===== config.mk =====
export PLATFORM = sky130hd
export DESIGN_NAME = pipe_stage_buf
export DESIGN_NICKNAME = d
export VERILOG_FILES = /design/src/rtl/pipe_buf_pkg.sv /design/src/rtl/pipe_buf_reg.sv /design/src/rtl/pipe_stage_buf.sv
export SDC_FILE = /design/constraint.sdc
export NUM_CORES = 1
export LEC_CHECK = 0
export CORE_MARGIN = 5
export CORE_UTILIZATION = 44
export DETAILED_ROUTE_END_ITERATION = 7
export PLACE_DENSITY = 0.85
export SLEW_MARGIN = 0
export SYNTH_ARGS = -nofsm -noshare
export SYNTH_HDL_FRONTEND = slang
export SYNTH_SLANG_ARGS = --single-unit

===== constraint.sdc =====
create_clock -name ACLK -period 1.8 [get_ports ACLK]
set_input_delay 0.18 -clock ACLK [delete_from_list [all_inputs] [get_ports ACLK]]
set_output_delay 0.18 -clock ACLK [all_outputs]
set_load 0.05 [all_outputs]

===== src/rtl/pipe_buf_pkg.sv =====
// Shared types for the inter-stage pipeline buffer (pipe_stage_buf).
// Holds the occupancy state encoding and the occupancy counter width.
package pipe_buf_pkg;

   typedef enum logic [1:0] {
      EMPTY,
      ONE,
      TWO
   } pipe_buf_state_t;

   localparam int unsigned OCC_W = 2;

endpackage


===== src/rtl/pipe_buf_reg.sv =====
// Single valid+data register slice with load, flush and reset value.
// Used for the main and skid entries of pipe_stage_buf.
module pipe_buf_reg
   import pipe_buf_pkg::*;
#(
   parameter int unsigned    W         = 32,
   parameter logic [W-1:0]   RESET_VAL = '0
) (
   input  logic         ACLK,
   input  logic         ARESET,
   input  logic         flush,
   input  logic         load,
   input  logic         valid_d,
   input  logic [W-1:0] data_d,
   output logic         valid,
   output logic [W-1:0] data
);

   // Data only changes when a live beat lands; draining keeps the last payload.
   always_ff @(posedge ACLK or posedge ARESET) begin
      if (ARESET) begin
         valid <= 1'b0;
         data  <= RESET_VAL;
      end else if (flush) begin
         valid <= 1'b0;
         data  <= RESET_VAL;
      end else if (load) begin
         valid <= valid_d;
         if (valid_d) begin
            data <= data_d;
         end
      end
   end

endmodule


===== src/rtl/pipe_stage_buf.sv =====
// Inter-stage pipeline buffer: valid/ready handshake, optional 2-entry skid,
// flush and legacy stall. Define PIPE_TRACE_EN to add the tracer sideband.
module pipe_stage_buf
   import pipe_buf_pkg::*;
#(
   parameter int unsigned         DATA_W     = 32,
   parameter bit                  SKID_EN    = 1'b1,
   parameter logic [DATA_W-1:0]   RESET_DATA = '0
`ifdef PIPE_TRACE_EN
   ,
   parameter int unsigned         TRACE_W    = 64
`endif
) (
   input  logic              ACLK,
   input  logic              ARESET,
   input  logic              stall_en,
   input  logic              flush,
   input  logic              in_valid,
   output logic              in_ready,
   input  logic [DATA_W-1:0] in_data,
   output logic              out_valid,
   input  logic              out_ready,
   output logic [DATA_W-1:0] out_data,
`ifdef PIPE_TRACE_EN
   input  logic [TRACE_W-1:0] in_trace,
   output logic [TRACE_W-1:0] out_trace,
`endif
   output logic [OCC_W-1:0]  occupancy
);

   logic              main_valid;
   logic              skid_valid;
   logic [DATA_W-1:0] main_data;
   logic [DATA_W-1:0] skid_data;
   logic [DATA_W-1:0] main_d;

   logic              acc;
   logic              rel;
   logic              main_load;
   logic              main_vd;
   logic              main_sel_skid;
   logic              skid_load;
   logic              skid_vd;

   pipe_buf_state_t   state;

   assign acc = in_valid & in_ready & ~stall_en;
   assign rel = out_valid & out_ready & ~stall_en;

   always_comb begin
      if (skid_valid) begin
         state = TWO;
      end else if (main_valid) begin
         state = ONE;
      end else begin
         state = EMPTY;
      end
   end

   // Stall needs no explicit branch: it already masks acc and rel.
   always_comb begin
      main_load     = 1'b0;
      main_vd       = 1'b0;
      main_sel_skid = 1'b0;
      skid_load     = 1'b0;
      skid_vd       = 1'b0;
      unique case (state)
         EMPTY: begin
            if (acc) begin
               main_load = 1'b1;
               main_vd   = 1'b1;
            end
         end
         ONE: begin
            if (acc && rel) begin
               main_load = 1'b1;
               main_vd   = 1'b1;
            end else if (acc) begin
               skid_load = 1'b1;
               skid_vd   = 1'b1;
            end else if (rel) begin
               main_load = 1'b1;
               main_vd   = 1'b0;
            end
         end
         TWO: begin
            if (rel) begin
               main_load     = 1'b1;
               main_vd       = 1'b1;
               main_sel_skid = 1'b1;
               skid_load     = 1'b1;
               skid_vd       = 1'b0;
            end
         end
         default: ;
      endcase
   end

   assign main_d = main_sel_skid ? skid_data : in_data;

   pipe_buf_reg #(
      .W         (DATA_W),
      .RESET_VAL (RESET_DATA)
   ) u_main (
      .ACLK    (ACLK),
      .ARESET  (ARESET),
      .flush   (flush),
      .load    (main_load),
      .valid_d (main_vd),
      .data_d  (main_d),
      .valid   (main_valid),
      .data    (main_data)
   );

   generate
      if (SKID_EN) begin : g_skid
         pipe_buf_reg #(
            .W         (DATA_W),
            .RESET_VAL (RESET_DATA)
         ) u_skid (
            .ACLK    (ACLK),
            .ARESET  (ARESET),
            .flush   (flush),
            .load    (skid_load),
            .valid_d (skid_vd),
            .data_d  (in_data),
            .valid   (skid_valid),
            .data    (skid_data)
         );
         assign in_ready = ~skid_valid & ~stall_en & ~ARESET;
      end else begin : g_noskid
         assign skid_valid = 1'b0;
         assign skid_data  = RESET_DATA;
         assign in_ready   = ~main_valid | out_ready;
      end
   endgenerate

`ifdef PIPE_TRACE_EN
   logic [TRACE_W-1:0] main_trace;
   logic [TRACE_W-1:0] skid_trace;
   logic [TRACE_W-1:0] main_trace_d;
   logic               main_trace_v;
   logic               skid_trace_v;

   // Sideband slices share every control with the payload slices.
   assign main_trace_d = main_sel_skid ? skid_trace : in_trace;

   pipe_buf_reg #(
      .W         (TRACE_W),
      .RESET_VAL ('0)
   ) u_main_trace (
      .ACLK    (ACLK),
      .ARESET  (ARESET),
      .flush   (flush),
      .load    (main_load),
      .valid_d (main_vd),
      .data_d  (main_trace_d),
      .valid   (main_trace_v),
      .data    (main_trace)
   );

   generate
      if (SKID_EN) begin : g_skid_trace
         pipe_buf_reg #(
            .W         (TRACE_W),
            .RESET_VAL ('0)
         ) u_skid_trace (
            .ACLK    (ACLK),
            .ARESET  (ARESET),
            .flush   (flush),
            .load    (skid_load),
            .valid_d (skid_vd),
            .data_d  (in_trace),
            .valid   (skid_trace_v),
            .data    (skid_trace)
         );
      end else begin : g_noskid_trace
         assign skid_trace_v = 1'b0;
         assign skid_trace   = '0;
      end
   endgenerate

   assign out_trace = main_trace;
`endif

   assign out_valid = main_valid;
   assign out_data  = main_data;
   assign occupancy = OCC_W'({1'b0, main_valid}) + OCC_W'({1'b0, skid_valid});

endmodule


==> impl_metrics.csv <==
group,metric,value,unit
clock_network,cts.reportedPaths.clkPinSlew,70,ps
routing,drt-wirelength-per-cell,18.99,um
power,finalPower,3.467,mW
clock_network,cts.sinks,66,
yosys,async_flop_share,100.0,%
yosys,synthesis.instances,203,
routing,ant_nets,0,
critical_path,arrival,2020,ps
global_routing,grt_pass1_vias,2180,
timing,fin_hold_ws,445.2,ps
yosys,seq_area_frac_synth,58.18,%
routing,dr.pass1.iters,4,
floorplanning,dieArea,8159,um^2
clock_network,htree_levels,3,
power,pwr_density_cell,818.8,nW/um^2
yosys,synth_ff_type,"dfrtp_1",
global_routing,grtUsageTotal,17.06,%
critical_path,crit_fanout,8,
clock_network,cts_buffer_depth,2,
routing,vias_per_cell,5.534,
critical_path,r2r-start,"u_main.valid",
yosys,syn_nets,245,
placed_design,dpl.cell_count,353,
timing,setup_viol,0,
flow_run,cap_violations,0,
critical_path,crit_required,2080,ps
global_routing,overflow,0,
timing,hold_viol_final,0,
routing,drtIter0Drc,102,
yosys,syn_area_per_cell,13.99,um^2
hold_path,hold_path.class,"input port to asynchronous set/reset pin",
timing,relSlewSlack,64.95,%
timing,post-route-period-util,96.97,%
timing,fin_worst_skew,7.196,ps
final_layout,layout.nets,342,
final_layout,final_cell_mix,"clkdlybuf4s50_1 (69), dfrtp_1 (64), mux2i_1 (32), o2bb2ai_1 (32), a22o_1 (23)",
yosys,synth_edf_count,0,
yosys,netlist_area,2839,um^2
critical_path,endpoint_kind,"register",
timing,rsz0062_at_grt,"true",
floorplanning,ios,74,
critical_path,start_kind,"register",
floorplanning,rows,29,
routing,drc_errors,0,
clock_network,cts_root_buffer,"clkbuf_8",
critical_path,rrSetupSlack,50,ps
power,ir_drop,528.7,uV
timing,tightest_slew,524.1,ps
final_layout,antenna_cells,0,
placed_design,port_buffers,73,
routing,vias,2114,
global_routing,grt_max_degree,67,
final_layout,final_common_cell,"clkdlybuf4s50_1",
placed_design,dp_hpwl,4.329,mm
final_layout,final_cells,382,
floorplanning,fp.coreArea,6314,um^2
placed_design,post-place-ws,-176.6,ps
global_routing,antenna_found_initial,0,
floorplanning,die_h,90.33,um
placed_design,postPlaceCellArea,3785,um^2
clock_network,cts_buffers,9,
yosys,yosys_warnings,0,
timing,setup_slack,54.54,ps
floorplanning,die_w,90.33,um
clock_network,cts_tree,"built",
outcome,status,"complete, no violations",
floorplanning,initial_core_util,44.97,%
yosys,ys_ff_latch,66,
routing,routed_wl,7.255,mm
timing,fin_crit,1745,ps
final_layout,syn_to_final_growth,49.14,%
yosys,yosysUniqueCellTypes,26,
power,leakagePower,1.792,nW
critical_path,crit_type,"register to register",
timing,fmax,572.9,MHz
placed_design,place_congestion,0.7412,
clock_network,clock_latency,340,ps
final_layout,drive_gt1_share,23.28,%
global_routing,grt_pass1_wl,11.18,mm
clock_network,hold_buffers,0,
critical_path,crit_start,"u_main.valid",
final_layout,final_cell_area,4234,um^2
timing,slew_viol_final,0,
[registers in the layout (all words and copies together) (netlist names)]
| name | cells |
|---|---|
| u_main.valid | 1 |
| u_main.data | 32 |
| g_skid.u_skid.data | 32 |
| g_skid.u_skid.valid | 1 |
[through the flow]
step           TNS [ps]  utilization, %
6_report              0           67.06
5_1_grt          -328.4           67.06
4_1_cts          -1.384           64.49
3_5_place_dp      -8641           59.95
3_3_place_gp      -4865           59.95
2_1_floorplan     -1325               -
[routing by layer]
metal | vias to the layer above | global-route usage (%) | part of all wire, %
li1 | 984 | - | -
met1 | 1049 | 24.42 | 46
met2 | 69 | 24.21 | 47
met3 | 12 | 5.167 | 5.4
met4 | 0 | 6.700 | 1.4
met5 | - | 0 | 0
[critical path, stage by stage (launching register included)]
cell	delay, ps
dfrtp_2	450
inv_1	90
ha_2	210
nand4b_1	230
buf_4	190
nor2_4	160
buf_4	210
a22o_1	140
[path summary, 6_finish.rpt]
path / end / depth (start not counted)
worst max-delay path: g_skid.u_skid.data[24] / 7
worst min register to register: u_main.data[28] / 1
max in group asynchronous: g_skid.u_skid.valid / 4
min in group ACLK: g_skid.u_skid.data[17] / 2
worst min-delay path: u_main.valid / 4
worst max register to register: g_skid.u_skid.data[24] / 7
[power breakdown]
group | leakage, nW | internal, mW | total, mW | switching [mW]
logic | 0.760 | 0.199 | 0.443 | 0.244
clock network | 0.120 | 0.920 | 1.50 | 0.578
registers | 0.913 | 1.51 | 1.53 | 0.0180
[synthesized netlist by cell type (2+ instances only)]
| library cell | count | share of area, % |
|---|---|---|
| dfrtp_1 | 66 | 58 |
| mux2i_1 | 32 | 11 |
| o2bb2ai_1 | 32 | 9.9 |
| a22o_1 | 23 | 7.1 |
| a22o_2 | 9 | 3.2 |
| buf_2 | 9 | 1.6 |
| buf_6 | 4 | 1.6 |
| ha_1 | 4 | 1.8 |
| clkbuf_1 | 3 | 0.40 |
| inv_1 | 3 | 0.40 |
| nor2_1 | 2 | 0.26 |
| nor3_1 | 2 | 0.35 |
[logic make-up after synthesis]
logic type      share of synthesized area [%]
flops                                   58.18
compound gates                          21.82
mux                                     11.28
fa+ha+maj                               1.763
buf+inv                                 4.098
simple gates                            2.865
[area by class of cell]
class                      count  area [um^2]
clock buffer                   9        123.9
clock inverter                 7        116.4
fill                         459         2079
inverter                       4        21.27
multi-input combinational    117         1122
sequential                    66         1654
tap                           77        96.34
timing repair buffer         102         1100
[timing repair]
item                                    4_1_cts  5_1_grt
cloned                                        0        4
endpoints found under the setup margin        2       65
resized for setup                             1       19
buffers inserted                              4        5
pin swaps                                     1        3
hold endpoints to repair                      0        0
Note: power is estimated with default switching activity, not from simulation.
